### config.mk
export PLATFORM = sky130hd
export DESIGN_NAME = msi_message_generator
export DESIGN_NICKNAME = d
export VERILOG_FILES = /design/src/rtl/msi_message_generator.sv
export SDC_FILE = /design/constraint.sdc
export NUM_CORES = 1
export LEC_CHECK = 0
export ABC_CLOCK_PERIOD_IN_PS = 13100
export CORE_UTILIZATION = 50
export DETAILED_ROUTE_END_ITERATION = 6
export PLACE_DENSITY = 0.79
export SLEW_MARGIN = 20
export SYNTH_ARGS = -nofsm -noshare
export SYNTH_HDL_FRONTEND = slang
export SYNTH_SLANG_ARGS = --single-unit
### constraint.sdc
create_clock -name clk -period 13.1 [get_ports clk]
set_input_delay 1.965 -clock clk [delete_from_list [all_inputs] [get_ports clk]]
set_output_delay 1.965 -clock clk [all_outputs]
set_load 0.01 [all_outputs]
### src/rtl/msi_message_generator.sv
// MSI message generator: latches per-vector requests, applies per-vector masks,
// and issues one MSI memory write at a time, picking vectors round-robin.
module msi_message_generator #(
    parameter int MAX_VECTORS = 32
) (
    input  logic                   clk,
    input  logic                   rst,
    input  logic                   msi_enable,
    input  logic [2:0]             multiple_message_enable,
    input  logic                   addr_64bit_capable,
    input  logic [63:0]            message_address,
    input  logic [15:0]            message_data,
    input  logic [MAX_VECTORS-1:0] mask_bits,
    input  logic [MAX_VECTORS-1:0] irq_req,
    output logic [MAX_VECTORS-1:0] pending_bits,
    output logic                   tx_valid,
    input  logic                   tx_ready,
    output logic [63:0]            tx_addr,
    output logic [31:0]            tx_data,
    output logic                   tx_is_64bit,
    output logic                   busy
);

    localparam int VW = $clog2(MAX_VECTORS);

    typedef enum logic {
        IDLE,
        SEND
    } state_t;

    state_t                 state_q, state_d;
    logic [2:0]             mme_c;
    logic [MAX_VECTORS-1:0] alloc_mask;
    logic [MAX_VECTORS-1:0] eligible;
    logic [MAX_VECTORS-1:0] pending_q;
    logic [MAX_VECTORS-1:0] grant_onehot;
    logic [VW-1:0]          last_grant_q;
    logic [VW-1:0]          grant_idx;
    logic [VW-1:0]          cand;
    logic                   grant_found;
    logic                   grant_take;
    logic [15:0]            low_mask;
    logic [31:0]            addr_upper;

    assign mme_c = (multiple_message_enable > 3'd5) ? 3'd5 : multiple_message_enable;

    always_comb begin
        alloc_mask = '0;
        for (int unsigned i = 0; i < MAX_VECTORS; i++) begin
            alloc_mask[i] = (i < (32'd1 << mme_c));
        end
    end

    assign eligible = pending_q & ~mask_bits & alloc_mask;

    // Round-robin: scan starting one past the last granted vector, wrapping.
    always_comb begin
        grant_found = 1'b0;
        grant_idx   = '0;
        cand        = '0;
        for (int unsigned k = 0; k < MAX_VECTORS; k++) begin
            cand = VW'((32'(last_grant_q) + 32'd1 + k) % MAX_VECTORS);
            if (!grant_found && eligible[cand]) begin
                grant_found = 1'b1;
                grant_idx   = cand;
            end
        end
    end

    always_comb begin
        state_d    = state_q;
        grant_take = 1'b0;
        case (state_q)
            IDLE: begin
                if (msi_enable && grant_found) begin
                    grant_take = 1'b1;
                    state_d    = SEND;
                end
            end
            SEND: begin
                if (tx_ready) state_d = IDLE;
            end
            default: state_d = IDLE;
        endcase
    end

    always_comb begin
        grant_onehot = '0;
        if (grant_take) grant_onehot[grant_idx] = 1'b1;
    end

    assign low_mask   = 16'((32'd1 << mme_c) - 32'd1);
    assign addr_upper = addr_64bit_capable ? message_address[63:32] : 32'h0;

    always_ff @(posedge clk) begin
        if (rst) state_q <= IDLE;
        else     state_q <= state_d;
    end

    // A new request on the vector being granted wins over the grant's clear.
    always_ff @(posedge clk) begin
        if (rst || !msi_enable) pending_q <= '0;
        else pending_q <= (pending_q & ~grant_onehot) | (irq_req & alloc_mask);
    end

    always_ff @(posedge clk) begin
        if (rst) begin
            last_grant_q <= VW'(MAX_VECTORS - 1);
            tx_addr      <= '0;
            tx_data      <= '0;
            tx_is_64bit  <= 1'b0;
        end else if (grant_take) begin
            last_grant_q <= grant_idx;
            tx_addr      <= {addr_upper, message_address[31:2], 2'b00};
            tx_data      <= {16'h0, (message_data & ~low_mask) | 16'(grant_idx)};
            tx_is_64bit  <= (addr_upper != 32'h0);
        end
    end

    assign tx_valid     = (state_q == SEND);
    assign busy         = (state_q == SEND);
    assign pending_bits = pending_q;

endmodule
==> out/qor.csv <==
metric;value;unit
status;finished clean;
TritonRoute pass-1 iters;6;
CP most frequent cell;buf_4;
asr flop ratio synth;0;
Max-slew headroom;0.2219;
Clk pin slew, worst setup/hold paths;60;ps
Netlist cell types;106;
antenna cell count;0;
Total Wirelength;49310;um
number of synthesized flops with an enable pin;0;
via count;13048;
Avg WL per Cell;25.29;um
Die H;151.4;um
Max stage delay on crit path;940;ps
Arr. time, crit path;8730;ps
startpoint types;flop;
Util after Layout;0.6548;
synthesized area;11160;um^2
area fraction of the dominant cell type after synthesis;0.2098;
Syn Inst Count;1457;
Worst EP required;13330;ps
number of port buffers;262;
vias per cell;6.691;
Worst-Skew Late Latency;430;ps
CP Cell Sequence;buf_4 > ha_1 > xor2_2 > buf_4 > inv_2 > ha_1 > and4b_1 > a221o_1 > xnor2_4 > mux4_2 > o211a_1 > nand3_2 > nor4_4 > buf_4 > nand4_4 > nor3_1 > nand2_1 > and3b_2 > buf_4 > nand2_1 > a21oi_1 > a311oi_1;
Rows;54;
GRT Util Overall;0.4230;
H-Tree Depth;4;
HP Class;reg -> reg;
Hold Slack;450.4;ps
# DRC;0;
fin crit period;8506;ps
Post-synth top flop;dfxtp_1;
fmax;117.6;MHz
DIE WIDTH;151.4;um
Ports;283;
Final nets;1824;
dpl hpwl;37280;um
die area;22930;um^2
share of the yosys chip area belonging to registers;0.2098;
initial antenna violation count;1;
Slew Viols, Final;0;
CTS tree;yes;
core area;21890;um^2
initial drt markers;1678;
post-route ant nets;0;
CTS Root Cell;clkbuf_16;
crit path max fanout;83;
YS warnings;0;
CTS Buf Count;17;
Setup CP Type;reg -> reg;
initial core utilization;0.5100;
clock skew;16.74;ps
max_cap viols;0;
number of setup buffers added after CTS;0;
Setup-failing EPs final;0;
fillers;1860;
Synth-to-Final Area Change;28.40;%
clock buffer depth;2;
Seq cells post-synth;117;
area leader, netlist;dfxtp_1;
largest net degree at the start of global routing;88;
Worst Max-Slew Pin Slew;1167;ps
share of cells above drive strength 1;0.1078;
ranking of synthesized cells by area;dfxtp_1, nand2_1, a21oi_1;
GRT overflow;0;
post-CTS resize count;0;
final setup TNS;0;ps
Place WS;4687;ps
mean post-synth cell area;7.663;um^2
cts hold-fix bufs;0;
GP Congestion;1.099;
clk sink count;117;
Crit. End Element;flop;
vias in the first global route;11947;
post-route setup slack;4594;ps
first-pass GRT wire length;71700;um
RSZ-0062 raised after global routing;no;
Crit-path slowest cell;a21oi_1;
final hold violations;0;
Final period util;0.6494;
[worst max-delay path, delay by kind of cell (launching register included)]
kind                       cells  cell delay [ps]
xor gates and xnor gates       2              450
buffers and inverters          5             2170
AOI/OAI and AO/OA              4             1910
and+or+nand+nor                8             1320
muxes                          1              640
DFF                            1              500
adders and majority gates      2             1240
[sequential cells by signal (all words and copies together) (netlist names)]
signal and flops:
busy 1, last_grant_q 5, pending_bits 32, tx_addr 62, tx_data 16, tx_is_64bit 1
[layer usage]
metal | vias up | share of wire | GRT usage | wire length [um]
met5 | - | 0.00018 | 0 | 9
met4 | 2 | 0.052 | 0.2270 | 2551
met3 | 134 | 0.11 | 0.1084 | 5485
met2 | 898 | 0.45 | 0.6521 | 22370
met1 | 6144 | 0.38 | 0.5383 | 18900
li1 | 5870 | - | - | -
[stage by stage]
stage / std cells / cell area, um^2
finish: 1950 / 14340
global route: 1950 / 14340
CTS: 1950 / 14330
detailed placement: 1918 / 13730
global placement: 1918 / 13730
floorplan: 1475 / 11230
[cell usage after synthesis (13+ instances only)]
| cell type | count |
|---|---|
| inv_1 | 14 |
| a31oi_1 | 18 |
| buf_4 | 26 |
| nor4_1 | 16 |
| a311oi_1 | 28 |
| a211oi_1 | 13 |
| mux2_2 | 13 |
| nor2_1 | 84 |
| nand2b_1 | 41 |
| dfxtp_1 | 117 |
| ha_1 | 15 |
| nor2b_1 | 19 |
| o22ai_1 | 28 |
| buf_2 | 24 |
| mux4_2 | 28 |
| o21ai_0 | 51 |
| nand2_1 | 234 |
| mux2i_1 | 23 |
| a21oi_1 | 167 |
| and2_1 | 13 |
| xnor2_1 | 28 |
| clkbuf_1 | 50 |
| o211ai_1 | 19 |
| nor3_1 | 36 |
| nand3_1 | 56 |
| o32ai_1 | 19 |
[final cells by class]
| type | instances | area [um^2] | share of cell area |
|---|---|---|---|
| Clock buffer | 17 | 425.4 | 0.02968 |
| Clock inverter | 15 | 177.7 | 0.01239 |
| Inverter | 19 | 71.32 | 0.004975 |
| Multi-Input combinational cell | 1218 | 8189 | 0.5713 |
| Sequential cell | 117 | 2344 | 0.1635 |
| Tap cell | 280 | 350.3 | 0.02444 |
| Timing Repair Buffer | 284 | 2778 | 0.1938 |
[cell usage in the layout, fill, tap and decap left out, types with 20 or more instances in the layout]
master,instances
xnor2_1,28
a21oi_1,167
dfxtp_1,116
nand2b_1,41
nand3_1,56
nand2_1,233
nor2_1,83
mux2i_1,23
o22ai_1,28
buf_4,22
mux4_2,28
clkdlybuf4s50_1,260
nor3_1,36
a311oi_1,28
conb_1,20
o21ai_0,50
[cell families after synthesis]
kind of cell | synth area share
AND/OR/NAND/NOR | 0.2727
AO/OA/AOI/OAI | 0.2998
buffers and inverters | 0.06399
flip-flops | 0.2098
multiplexers | 0.09223
XOR/XNOR | 0.04405
adder cells (fa/ha/maj) | 0.01681
other | 0.0006727
[final timing paths]
kind / from / to / slack (ps) / depth (start not counted)
max: last_grant_q[0] / pending_bits[25] / 4590 / 22
min reg2reg: tx_addr[46] / tx_addr[46] / 450 / 2
max reg2reg: last_grant_q[0] / pending_bits[25] / 4590 / 22
min: tx_addr[46] / tx_addr[46] / 450 / 2
Power is not shown: default switching activity piles up to over one toggle a cycle in this logic, so the estimate is an artifact.
